File: config.mk
export PLATFORM = sky130hd
export DESIGN_NAME = ysyx_24120013_idu_pipe
export DESIGN_NICKNAME = d
export VERILOG_FILES = /design/src/rtl/ysyx_24120013_idu_pipe.sv
export SDC_FILE = /design/constraint.sdc
export NUM_CORES = 1
export LEC_CHECK = 0
export CAP_MARGIN = 10
export CORE_MARGIN = 5
export CORE_UTILIZATION = 38
export CTS_CLUSTER_SIZE = 8
export DETAILED_ROUTE_END_ITERATION = 10
export PLACE_DENSITY = 0.77
export SLEW_MARGIN = 20
export SYNTH_ARGS = -nofsm -noshare
export SYNTH_HDL_FRONTEND = slang
export SYNTH_SLANG_ARGS = --single-unit
File: constraint.sdc
create_clock -name clk -period 5.7 [get_ports clk]
set_input_delay 0.855 -clock clk [delete_from_list [all_inputs] [get_ports clk]]
set_output_delay 0.855 -clock clk [all_outputs]
set_load 0.02 [all_outputs]
File: src/rtl/ysyx_24120013_idu_pipe.sv
`default_nettype none
// ============================================================================
// Module   : ysyx_24120013_idu_pipe
// Purpose  : One-entry RV instruction-decode pipeline stage. It decodes the
//            opcode, immediate and destination of the incoming instruction
//            and registers them together with the register-file operands
//            behind a valid/ready handshake. Full throughput is supported:
//            a new instruction can be taken in the same cycle the held one
//            is handed downstream.
// Ports    : clk, rst (async, active-high)
//            in_valid/in_ready/inst/in_pc  upstream handshake + instruction
//            flush                         synchronous kill of the stage
//            IDU_raddr1/2, rdata1/2        combinational register-file read
//            out_valid/out_ready           downstream handshake
//            IDU_src1/2, IDU_des, IDU_imm,
//            IDU_command, out_pc,
//            out_illegal                   registered decoded bundle
//            perf_cnt                      bundles accepted downstream
// Revision : 1.0  initial release
// ============================================================================
module ysyx_24120013_idu_pipe #(
  parameter int ADDR_WIDTH    = 5,
  parameter int DATA_WIDTH    = 32,
  parameter int COMMAND_WIDTH = 4
) (
  input  logic                     clk,
  input  logic                     rst,
  input  logic                     in_valid,
  output logic                     in_ready,
  input  logic [31:0]              inst,
  input  logic [DATA_WIDTH-1:0]    in_pc,
  input  logic                     flush,
  output logic [ADDR_WIDTH-1:0]    IDU_raddr1,
  output logic [ADDR_WIDTH-1:0]    IDU_raddr2,
  input  logic [DATA_WIDTH-1:0]    rdata1,
  input  logic [DATA_WIDTH-1:0]    rdata2,
  output logic                     out_valid,
  input  logic                     out_ready,
  output logic [DATA_WIDTH-1:0]    IDU_src1,
  output logic [DATA_WIDTH-1:0]    IDU_src2,
  output logic [ADDR_WIDTH-1:0]    IDU_des,
  output logic [DATA_WIDTH-1:0]    IDU_imm,
  output logic [COMMAND_WIDTH-1:0] IDU_command,
  output logic [DATA_WIDTH-1:0]    out_pc,
  output logic                     out_illegal,
  output logic [31:0]              perf_cnt
);

  typedef enum logic [0:0] {
    ST_EMPTY = 1'b0,
    ST_FULL  = 1'b1
  } state_t;

  localparam logic [6:0] c_OPC_OP_IMM = 7'b0010011;
  localparam logic [6:0] c_OPC_OP     = 7'b0110011;
  localparam logic [6:0] c_OPC_LOAD   = 7'b0000011;
  localparam logic [6:0] c_OPC_STORE  = 7'b0100011;
  localparam logic [6:0] c_OPC_BRANCH = 7'b1100011;
  localparam logic [6:0] c_OPC_LUI    = 7'b0110111;
  localparam logic [6:0] c_OPC_AUIPC  = 7'b0010111;
  localparam logic [6:0] c_OPC_JAL    = 7'b1101111;
  localparam logic [6:0] c_OPC_JALR   = 7'b1100111;
  localparam logic [6:0] c_OPC_SYSTEM = 7'b1110011;

  state_t                   r_state;
  logic [DATA_WIDTH-1:0]    r_src1;
  logic [DATA_WIDTH-1:0]    r_src2;
  logic [ADDR_WIDTH-1:0]    r_des;
  logic [DATA_WIDTH-1:0]    r_imm;
  logic [COMMAND_WIDTH-1:0] r_cmd;
  logic [DATA_WIDTH-1:0]    r_pc;
  logic                     r_illegal;
  logic [31:0]              r_perf_cnt;

  logic [6:0]               w_opcode;
  logic [COMMAND_WIDTH-1:0] w_cmd;
  logic                     w_illegal;
  logic                     w_has_rd;
  logic signed [31:0]       w_imm32;
  logic [DATA_WIDTH-1:0]    w_imm_ext;
  logic                     w_accept;
  logic                     w_handoff;

  assign w_opcode   = inst[6:0];
  assign IDU_raddr1 = ADDR_WIDTH'(inst[19:15]);
  assign IDU_raddr2 = ADDR_WIDTH'(inst[24:20]);

  assign out_valid  = (r_state == ST_FULL);
  assign in_ready   = (!out_valid || out_ready) && !flush;
  assign w_accept   = in_valid && in_ready;
  // A bundle leaving during a flush cycle is killed, so it is not counted.
  assign w_handoff  = out_valid && out_ready && !flush;

  // Every immediate is built as a signed 32-bit value first; the signed
  // size cast then sign-extends it to DATA_WIDTH (no-op when 32).
  assign w_imm_ext  = DATA_WIDTH'(w_imm32);

  always_comb begin
    w_cmd     = '0;
    w_illegal = 1'b0;
    w_has_rd  = 1'b1;
    w_imm32   = '0;
    case (w_opcode)
      c_OPC_OP_IMM: begin
        w_cmd   = COMMAND_WIDTH'(1);
        w_imm32 = {{20{inst[31]}}, inst[31:20]};
      end
      c_OPC_OP: begin
        w_cmd   = COMMAND_WIDTH'(2);
      end
      c_OPC_LOAD: begin
        w_cmd   = COMMAND_WIDTH'(3);
        w_imm32 = {{20{inst[31]}}, inst[31:20]};
      end
      c_OPC_STORE: begin
        w_cmd    = COMMAND_WIDTH'(4);
        w_has_rd = 1'b0;
        w_imm32  = {{20{inst[31]}}, inst[31:25], inst[11:7]};
      end
      c_OPC_BRANCH: begin
        w_cmd    = COMMAND_WIDTH'(5);
        w_has_rd = 1'b0;
        w_imm32  = {{19{inst[31]}}, inst[31], inst[7], inst[30:25], inst[11:8], 1'b0};
      end
      c_OPC_LUI: begin
        w_cmd   = COMMAND_WIDTH'(6);
        w_imm32 = {inst[31:12], 12'b0};
      end
      c_OPC_AUIPC: begin
        w_cmd   = COMMAND_WIDTH'(7);
        w_imm32 = {inst[31:12], 12'b0};
      end
      c_OPC_JAL: begin
        w_cmd   = COMMAND_WIDTH'(8);
        w_imm32 = {{11{inst[31]}}, inst[31], inst[19:12], inst[20], inst[30:21], 1'b0};
      end
      c_OPC_JALR: begin
        w_cmd   = COMMAND_WIDTH'(9);
        w_imm32 = {{20{inst[31]}}, inst[31:20]};
      end
      c_OPC_SYSTEM: begin
        w_cmd   = COMMAND_WIDTH'(10);
        w_imm32 = {{20{inst[31]}}, inst[31:20]};
      end
      default: begin
        w_illegal = 1'b1;
        w_has_rd  = 1'b0;
      end
    endcase
  end

  always_ff @(posedge clk or posedge rst) begin
    if (rst) begin
      r_state    <= ST_EMPTY;
      r_src1     <= '0;
      r_src2     <= '0;
      r_des      <= '0;
      r_imm      <= '0;
      r_cmd      <= '0;
      r_pc       <= '0;
      r_illegal  <= 1'b0;
      r_perf_cnt <= '0;
    end else begin
      if (w_handoff) begin
        r_perf_cnt <= r_perf_cnt + 32'd1;
      end
      // in_ready already contains !flush, so flush dominates any accept.
      if (flush) begin
        r_state <= ST_EMPTY;
      end else if (w_accept) begin
        r_state   <= ST_FULL;
        r_src1    <= rdata1;
        r_src2    <= rdata2;
        r_des     <= w_has_rd ? ADDR_WIDTH'(inst[11:7]) : '0;
        r_imm     <= w_imm_ext;
        r_cmd     <= w_cmd;
        r_pc      <= in_pc;
        r_illegal <= w_illegal;
      end else if (out_ready) begin
        r_state <= ST_EMPTY;
      end
    end
  end

  assign IDU_src1    = r_src1;
  assign IDU_src2    = r_src2;
  assign IDU_des     = r_des;
  assign IDU_imm     = r_imm;
  assign IDU_command = r_cmd;
  assign out_pc      = r_pc;
  assign out_illegal = r_illegal;
  assign perf_cnt    = r_perf_cnt;

endmodule
`default_nettype wire

* Word level (Yosys, flattened, before mapping) *
Index checks and enable logic that the tools add are counted.

word-level totals
  flip-flop bits (word level) = 171
  latch bits = 0
  bits in writable memories = 0
  memory bits (read-only) = 0
  output and inout port bits = 182
  logic and storage cells = 42
  memories = 0

operators by class
  add/sub/neg operators = 1
  multiply operators = 0
  div/mod/pow operators = 0
  magnitude comparators = 0
  equal/unequal tests = 10
  shifts and indexed selects = 0
  muxes and demuxes = 8
  bitwise logic cells = 1
  reductions and logical operators = 13

operators by type and width
  operator               number
  $pmux 32 s5            1
  $pmux 4 s10            1
  $add 32x1->32 const B  1
  $eq 7x7->1 const B     4
  $eq 7x6->1 const B     3
  $eq 7x5->1 const B     2
  $reduce_or 10->1       1
  $reduce_or 8->1        1
  $eq 7x2->1 const B     1
  $mux 1                 5
  $mux 5                 1
  $logic_and 1x1->1      4
  $reduce_or 4->1        1
  $reduce_bool 3->1      1
  $logic_not 1->1        2
  $reduce_and 2->1       1
  $reduce_or 2->1        1
  $logic_or 1x1->1       1
  $not 1->1              1

* Longest topological paths before layout *
  depth after elaboration = 6
  depth in mapped cells = 7

* Worst setup path before layout *
OpenSTA, ideal clock, no wires.

  kind = in2reg
  start = input flush
  end = register r_perf_cnt[12], in the netlist perf_cnt[12]
  library setup time = 0.080 ns
  data arrival time = 2.173 ns
  data required time = 5.620 ns
  slack = 3.448 ns
  stages = 5
  cell sequence = nand3b_4 -> or3_4 -> or4_4 -> nor2_2 -> xor2_1

on the way
  longest elaborated chain between the ends = 2

RTL lines
  item                    RTL line  text
  start: declaration      32        input logic flush,
  $logic_not 1->1         92        assign w_handoff = out_valid && out_ready && !flush;
  $logic_and 1x1->1       92
  end signal: assignment  165       r_perf_cnt <= r_perf_cnt + 32'd1;
  end: declaration        73        logic [31:0] r_perf_cnt;

No other way between the ends.
A chain may end at the register's enable or synchronous reset.

* Worst setup path in the final report *
  start = input out_ready
  end = output in_ready

on the way
  longest elaborated chain between the ends = 2

RTL lines
  item                RTL line  text
  start: declaration  38        input logic out_ready,
  $logic_or 1x1->1    89        assign in_ready = (!out_valid || out_ready) && !flush;
  $logic_and 1x1->1   89
  end: declaration    29        output logic in_ready,

No other way between the ends.

==> flow_summary.yaml <==
global_routing:
  grt_use_met3_pct: 7.47
  use_met2_pct: 32.6
  use_met1_pct: 24.0
  grt_usage_pct: 19.9
  grt_pass1_vias: 6404
  grt_max_degree: 90
  grt.busiest_layer: "met2"
  grt_pass1_wl_um: 34200
  antenna_found_initial: 1
  grt_overflow: 0
sta:
  rsz0062_at_grt: "no"
  clock-skew-final_ns: 0.0120
  setup-violations-final: 0
  fin_setup_tns_ns: 0
  layout_min_cycle_time_ns: 3.30
  worst_slew_pin_slew_ns: 0.891
  hold_viol_final: 0
  hold_ws_ns: 0.474
  max_freq_mhz: 303
  slew_viol_final: 0
  min_period_over_period_pct: 57.8
  max_slew_margin_pct: 40.6
cts:
  cts_sinks: 171
  clock_path_buffers: 2
  clk_latency_ns: 0.42
  htree_levels: 4
  cts_made_buffers: 17
  path_clk_slew_ns: 0.06
  cts.root.buffer_cell: "clkbuf_16"
  cts_tree: "yes"
  cts_setup_buffers: 0
  ctsResizeCount: 0
  holdBufCountCts: 0
layout:
  register_area_um2: 4280
  multiInputGateArea_um2: 2560
  nFillCells: 1539
  final_cell_mix: "nand2_1, clkdlybuf4s50_1, dfrtp_1"
  synthToLayoutAreaGrowth_pct: 54.7
  final_common_cell: "nand2_1"
  fin_nets: 1168
  drive_gt1_share_pct: 4.40
  n_antenna_cell: 0
yosys:
  avgSynthCellArea_um2: 9.55
  synth_edf_count: 0
  ys_ff_latch: 171
  synthCells: 740
  synth_ff_type: "dfrtp_1"
  yosysSeqAreaShare_pct: 60.6
  synthesis.nets: 874
  ys_types: 44
  syn_area_um2: 7070
  yosys_warnings: 0
  async_flop_share_pct: 100
flow_run:
  timing.max_cap.violations: 0
min_path:
  hp-class: "flop to flop"
worst_setup_path:
  reg2reg_setup_slack_ns: 3.22
  timing.rr.end: "IDU_src1[14]"
  crit_path_start: "out_ready"
  cp-end-kind: "output port"
  path_common_cell: "clkdlybuf4s50_1"
  cp_cell_sequence: "clkdlybuf4s50_1 -> nor2b_1 -> nor2_1 -> clkdlybuf4s50_1"
  start_kind: "primary input"
  crit_end: "in_ready"
  worstReg2RegStart: "out_valid"
  max_stage_delay_ns: 0.67
  cp.depth: 4
  cp_num_buf_inv: 2
  path_class: "primary input to output port"
  reg2regPathDepth: 6
  crit_arrival_ns: 2.44
  cp_top_family: "buffers and inverters"
  crit_path_top_delay_cell: "clkdlybuf4s50_1"
  cp.required_ns: 4.85
  crit_path_max_fanout: 4
power_and_ir_drop:
  peakVddDrop_uv: 204
  p_per_area_nw_per_um2: 308
  finalPower_w: 0.00336
  cellLeakagePower_nw: 5.06
place:
  gp_congestion: 0.809
  portBuffers: 314
  dp.final_hpwl_um: 15700
detailed_routing:
  vias: 6268
  post_drt_wl_per_cell_um: 16.8
  wl_um: 21500
  drtIter0Drc: 324
  drc: 0
  ant_nets: 0
  dr.pass1.iters: 6
  via_per_inst: 4.92
die:
  ios: 315
  die_h_um: 146
  initial_core_util_pct: 38.9
  die_area_um2: 21400
  row_count: 49
  die_w_um: 146
  core-area_um2: 18100
run_status:
  status: "finished clean"
[layer usage]
metal	up-vias	share of wire [%]
met5	-	0.051
met4	2	2.7
met3	39	8.8
met2	257	48
met1	2978	41
li1	2992	-
[area by class of cell]
| cell class | count | share of cell area, % |
|---|---|---|
| clock buffer | 18 | 4.02 |
| clock inverter | 12 | 1.28 |
| inverter | 7 | 0.286 |
| multi-input combinational | 518 | 23.4 |
| sequential | 171 | 39.1 |
| tap | 229 | 2.62 |
| timing repair buffer | 319 | 29.2 |
[sequential cells by signal, indices dropped and copies added (netlist names), 4 cells and up]
signal / cells
IDU_command: 4
IDU_src2: 32
IDU_src1: 32
IDU_imm: 32
perf_cnt: 32
IDU_des: 5
out_pc: 32
[worst reg2reg max path: cells and delay by family, from the launching register on]
kind	cells	cell delay (ns)
and+or+nand+nor	5	1.28
DFF	1	0.42
buffers and inverters	1	0.73
[synth_stat cells, types with 4 or more instances]
cell / count / area share, %
buf_4: 10 / 1.1
and2_1: 4 / 0.35
a22o_1: 15 / 1.9
a22oi_1: 4 / 0.43
clkbuf_1: 25 / 1.3
inv_1: 7 / 0.37
nand2_1: 327 / 17
a21oi_1: 15 / 1.1
a21o_1: 6 / 0.64
nor2_1: 33 / 1.8
nand4_1: 12 / 1.1
nand3_1: 9 / 0.64
dfrtp_1: 171 / 61
xor2_1: 11 / 1.4
a221o_1: 11 / 1.6
o21ai_0: 8 / 0.57
buf_2: 6 / 0.43
o31ai_1: 4 / 0.43
xnor2_1: 21 / 2.6
[metrics by stage]
step | instance area [um^2] | util, % | setup slack (ns) | instances
2_1_floorplan | 7070 | - | 0.213 | 740
3_3_place_gp | 10400 | 57.0 | 2.37 | 1244
3_5_place_dp | 10400 | 57.0 | 2.30 | 1244
4_1_cts | 10900 | 60.2 | 2.40 | 1274
5_1_grt | 10900 | 60.2 | 2.34 | 1274
6_report | 10900 | 60.2 | 2.40 | 1274
[worst min-delay path by stage]
stage              endpoint         start  cells past startpoint
5_1_grt           out_pc[2]     out_pc[2]                      2
3_3_place_gp      out_pc[8]     out_pc[8]                      2
3_5_place_dp    IDU_src2[2]   IDU_src2[2]                      2
4_1_cts        perf_cnt[31]  perf_cnt[31]                      1
6_report       perf_cnt[31]  perf_cnt[31]                      1
2_1_floorplan  IDU_src1[10]  IDU_src1[10]                      2
[power by group]
| part | internal [W] | leakage [nW] | switching (W) |
|---|---|---|---|
| registers | 0.00134 | 2.20 | 0.0000815 |
| logic | 0.000373 | 2.59 | 0.000408 |
| clock network | 0.000658 | 0.264 | 0.000498 |
[cells by family after synthesis]
logic type | synth area share, %
adder cells (fa/ha/maj) | 0.177
XOR/XNOR | 3.97
AO/OA/AOI/OAI | 7.62
flip-flops | 60.6
AND/OR/NAND/NOR | 24.3
buffers and inverters | 3.35
(Power assumes the default switching activity.)
==> edit 1: new RTL, same settings <==
Change the parameter `DATA_WIDTH` from 32 to 48. Comments in the files are not updated.
--- a/src/rtl/ysyx_24120013_idu_pipe.sv
+++ b/src/rtl/ysyx_24120013_idu_pipe.sv
@@ -20,7 +20,7 @@
 // ============================================================================
 module ysyx_24120013_idu_pipe #(
   parameter int ADDR_WIDTH    = 5,
-  parameter int DATA_WIDTH    = 32,
+  parameter int DATA_WIDTH    = 48,
   parameter int COMMAND_WIDTH = 4
 ) (
   input  logic                     clk,
Ports: changed (7 resized); port bits go from 315 to 427. The function was not compared with the original's and may differ.
==> edit 1 against the unedited design <==
- synthesized cell count grew 32%
- sequential cell count grew 48
- setup slack gained 0.038 ns
- area after synthesis grew 28%
- wire length grew 35%
- power grew 32%
- final area grew 30%
- register-to-register slack gained 0.15 ns
- highest routed layer is now met4
==> edit 1: results (changes against the unedited design) <==
slowest CP cell -> clkdlybuf4s50_1 (unchanged)
postcts setup bufs -> 0 (unchanged)
worst path arrival time -> 2.40 ns (was 2.44 ns)
crit path from -> out_ready (unchanged)
worst slew pin tran -> 0.958 ns (was 0.891 ns)
WHS Path Cells -> 2 (was 1)
cell family with most CP delay -> buffers and inverters (unchanged)
via count -> 8070 (was 6268)
drt initial violations -> 517 (was 324)
Post-CTS Resized -> 0 (unchanged)
Reg clk slew, reported paths -> 0.05 ns
Worst-Skew Late Latency -> 0.53 ns (was 0.42 ns)
Final nets -> 1550 (was 1168)
sw frac -> 28.5% (was 29.4%)
root buf cell -> clkbuf_16 (unchanged)
Detailed Route WL -> 29.0 mm (was 21.5 mm)
Reg-to-Reg End -> IDU_src1[35]$_DFFE_PP0P_ (was IDU_src1[14]$_DFFE_PP0P_)
all-layer global routing usage -> 20.4% (was 19.9%)
Fill cells -> 1957 (was 1539)
status -> finished, final reports clean (unchanged)
setup slack, reg-to-reg -> 3.37 ns (was 3.22 ns)
First-pass DRT Iterations -> 4 (was 6)
Hold Startpoint -> out_pc[38]$_DFFE_PP0P_ (was perf_cnt[31]$_DFFE_PP0P_)
Worst R2R Start -> out_valid$_DFFE_PP0P_ (unchanged)
vias in the first global route -> 8348 (was 6404)
Clk network pwr share -> 35.0% (was 34.4%)
CTS Buf Count -> 31 (was 17)
sequential share of the synthesized area -> 60.4% (was 60.6%)
largest net degree at the start of global routing -> 110 (was 90)
buffer levels on the longest clock path -> 3 (was 2)
Setup Skew -> 0.0129 ns (was 0.0120 ns)
Hold Path Sink -> out_pc[38]$_DFFE_PP0P_ (was perf_cnt[31]$_DFFE_PP0P_)
LEAKAGE -> 6.63 nW (was 5.06 nW)
first-pass GRT wire length -> 44.1 mm (was 34.2 mm)
gpl congestion -> 0.842 (was 0.809)
HPWL after detailed placement -> 20.8 mm (was 15.7 mm)
net count of the mapped netlist -> 1158 (was 874)
top cells by count, synth -> 477 x nand2_1, 219 x dfrtp_1, 36 x buf_2, 27 x a21oi_1, 26 x buf_4 (was 327 x nand2_1, 171 x dfrtp_1, 33 x nor2_1, 25 x clkbuf_1, 21 x xnor2_1)
IR drop worst, VDD -> 0.215 mV (was 0.204 mV)
Cell Area, Placed -> 0.0134 sq mm (was 0.0104 sq mm)
synth top area cells -> dfrtp_1 60%, nand2_1 20%, buf_4 2.2%, buf_2 2.0%, xnor2_1 1.9% (was dfrtp_1 61%, nand2_1 17%, xnor2_1 2.6%, a22o_1 1.9%, nor2_1 1.8%)
layout cells sized above 1 -> 3.88% (was 4.40%)
# H-tree levels -> 1 (was 4)
I/O Buffers -> 426 (was 314)
antenna violations before repair -> 0 (was 1)
crit path max fanout -> 3 (was 4)
Ys Warns -> 0 (unchanged)
Cell variety after synth -> 47 (was 44)
-- edit 1: worst max path at each step --
stage	end	slack, ns
CTS	in_ready	2.43
finish	in_ready	2.44
global route	in_ready	2.37
floorplan	IDU_command[0]$_DFFE_PP0P_	1.99
global placement	in_ready	2.45
detailed placement	in_ready	2.44
-- edit 1: worst register-to-register path: stages (launching register included) --
cell and delay [ns]:
dfrtp_1 0.41, nor2b_1 0.32, nor2_1 0.14, nand2_4 0.28, buf_4 0.75, nand2_1 0.25
nand2_1 0.11
-- edit 1: final cells by class --
| type | instances | area share, % |
|---|---|---|
| clock inverters | 1 | 0.0529 |
| clock buffers | 31 | 5.46 |
| well taps | 319 | 2.81 |
| inverters | 6 | 0.185 |
| repair buffers | 434 | 30.6 |
| multi-input cells | 676 | 22.2 |
| flip-flops and latches | 219 | 38.6 |
| diodes | 1 | 0.0176 |
-- edit 1: per-stage QoR --
| step | total power (W) | hold WS [ns] | worst slack, ns | instances | util, % |
|---|---|---|---|---|---|
| after floorplan | 0.00233 | 0.579 | 1.99 | 976 | - |
| after global placement | 0.00290 | 0.456 | 2.45 | 1654 | 57.1 |
| after detailed placement | 0.00292 | 0.461 | 2.44 | 1654 | 57.1 |
| after CTS | 0.00450 | 0.473 | 2.43 | 1686 | 60.5 |
| after global routing | 0.00465 | 0.495 | 2.37 | 1686 | 60.5 |
| final | 0.00444 | 0.466 | 2.44 | 1687 | 60.5 |
-- edit 1: metal layers --
layer / GRT usage [%] / wire length, microns / up-vias / share of wire, %
met5: 0 / 0 / - / 0
met4: 6.92 / 967 / 0 / 3.3
met3: 6.61 / 2910 / 66 / 10
met2: 35.9 / 14500 / 342 / 50
met1: 23.4 / 10600 / 3801 / 37
li1: - / - / 3861 / -
-- edit 1: power by group through the flow --
stage | combinational [W] | clock [W] | sequential, W
after floorplan | 0.000258 | 0 | 0.00207
final | 0.00105 | 0.00155 | 0.00184
after global routing | 0.00112 | 0.00167 | 0.00186
after global placement | 0.00104 | 0 | 0.00186
after detailed placement | 0.00106 | 0 | 0.00186
after CTS | 0.00106 | 0.00160 | 0.00184
-- edit 1: logic make-up (layout without fill, tap and decap cells) --
group	count (synthesis)	after routing	synth area share [%]
AND/OR/NAND/NOR	558	558	25.4
flip-flops	219	219	60.4
AO/OA/AOI/OAI	83	83	5.77
buffers and inverters	81	472	4.93
XOR/XNOR	33	33	3.19
adder cells (fa/ha/maj)	1	1	0.138
multiplexers	1	1	0.124
other	0	1	0
==> edit 2: new RTL, same settings <==
Without the edit above. Reset style: synchronous (`rst`), changed in one clocked block. Comments in the files are not updated.
--- a/src/rtl/ysyx_24120013_idu_pipe.sv
+++ b/src/rtl/ysyx_24120013_idu_pipe.sv
@@ -149,7 +149,7 @@
     endcase
   end
 
-  always_ff @(posedge clk or posedge rst) begin
+  always_ff @(posedge clk) begin
     if (rst) begin
       r_state    <= ST_EMPTY;
       r_src1     <= '0;
Function: differs if rst is asserted again (counterexample within 4 cycles, from zero or initial values and one cycle with rst high); with rst held inactive, the same outputs for 4 cycles.
==> edit 2 against the unedited design <==
- final area decreased by 4.9%
- sequential cell count unchanged
- area after synthesis decreased by 5.7%
- via count increased by 3.6%
- wire length decreased by 1.4%
- setup slack improved by 0.18 ns
Power is not compared: it rests on default switching activity, and its combinational part moved more than twofold at a synthesized area within 25%.
==> edit 2: results (changes against the unedited design) <==
status -> finished, final reports clean (unchanged)
Clock buf/inv share -> 5.78% (was 5.30%)
drt initial violations -> 261 (was 324)
gpl congestion -> 0.850 (was 0.809)
clock buffers -> 19 (was 18)
crit path max fanout -> 76 (was 4)
synth top area cells -> dfxtp_1 51%, nand2_1 12%, a21oi_1 8.5%, xor2_1 3.3%, nor2_1 2.6% (was dfrtp_1 61%, nand2_1 17%, xnor2_1 2.6%, a22o_1 1.9%, nor2_1 1.8%)
net count of the mapped netlist -> 931 (was 874)
Signal inverters -> 6 (was 7)
Setup Skew -> 0.00957 ns (was 0.0120 ns)
GRT met3 Usage -> 7.80% (was 7.47%)
normalized max-slew margin -> 37.4% (was 40.6%)
via count -> 6496 (was 6268)
Fill cells -> 1555 (was 1539)
GRT met2 Usage -> 32.8% (was 32.6%)
Detailed Route WL -> 21.2 mm (was 21.5 mm)
HPWL after detailed placement -> 15.0 mm (was 15.7 mm)
sequential share of the synthesized area -> 51.4% (was 60.6%)
Hold Startpoint -> out_pc[26]$_SDFFE_PP0P_ (was perf_cnt[31]$_DFFE_PP0P_)
Cell variety after synth -> 54 (was 44)
met3 WL post-DR -> 2.17 mm (was 1.90 mm)
first-pass GRT wire length -> 32.5 mm (was 34.2 mm)
layout cells sized above 1 -> 4.61% (was 4.40%)
multi-input logic portion of the cell area -> 27.9% (was 23.4%)
ys flop type -> dfxtp_1 (was dfrtp_1)
vias in the first global route -> 6049 (was 6404)
largest net degree at the start of global routing -> 84 (was 90)
-- edit 2: cell types whose count changed after synthesis, moves of 9 or more --
cell and delta:
nor2_1 +14, a21oi_1 +98, a221o_1 -11, nand2_1 -112
nand3_1 +11, xnor2_1 -15, o21ai_0 +16, dfrtp_1 -171
xor2_1 +14, dfxtp_1 +171, buf_2 +9
-- edit 2: power groups by stage --
stage          Clock (W)  Combinational [W]  Sequential (W)
2_1_floorplan          0           0.000119         0.00133
3_3_place_gp           0           0.000369         0.00128
3_5_place_dp           0           0.000371         0.00128
4_1_cts          0.00121           0.000372         0.00125
5_1_grt          0.00126           0.000396         0.00126
6_report         0.00118           0.000369         0.00125
-- edit 2: worst paths after layout --
| check | end | slack, ns | cells past startpoint |
|---|---|---|---|
| max reg2reg | IDU_imm[24]$_SDFFE_PP0P_ | 3.24 | 5 |
| min | out_pc[26]$_SDFFE_PP0P_ | 0.45 | 2 |
| min reg2reg | out_pc[26]$_SDFFE_PP0P_ | 0.45 | 2 |
| max | IDU_imm[24]$_SDFFE_PP0P_ | 2.58 | 6 |
-- edit 2: per-stage QoR --
| stage | total power (W) | setup slack (ns) | instance area, sq um | std cells | util [%] |
|---|---|---|---|---|---|
| after floorplan | 0.00145 | 3.57 | 6660 | 797 | - |
| after global placement | 0.00165 | 2.26 | 9800 | 1277 | 56.8 |
| after detailed placement | 0.00165 | 2.18 | 9800 | 1277 | 56.8 |
| after CTS | 0.00283 | 2.59 | 10400 | 1309 | 60.3 |
| after global routing | 0.00291 | 2.38 | 10400 | 1309 | 60.3 |
| final | 0.00280 | 2.58 | 10400 | 1309 | 60.3 |
-- edit 2: worst max-delay path, stage by stage --
cell             delay, ns
clkdlybuf4s50_1       0.52
nand2b_1              0.20
nand3_4               0.70
nor4b_1               0.71
a21bo_2               0.35
o21ai_0               0.10
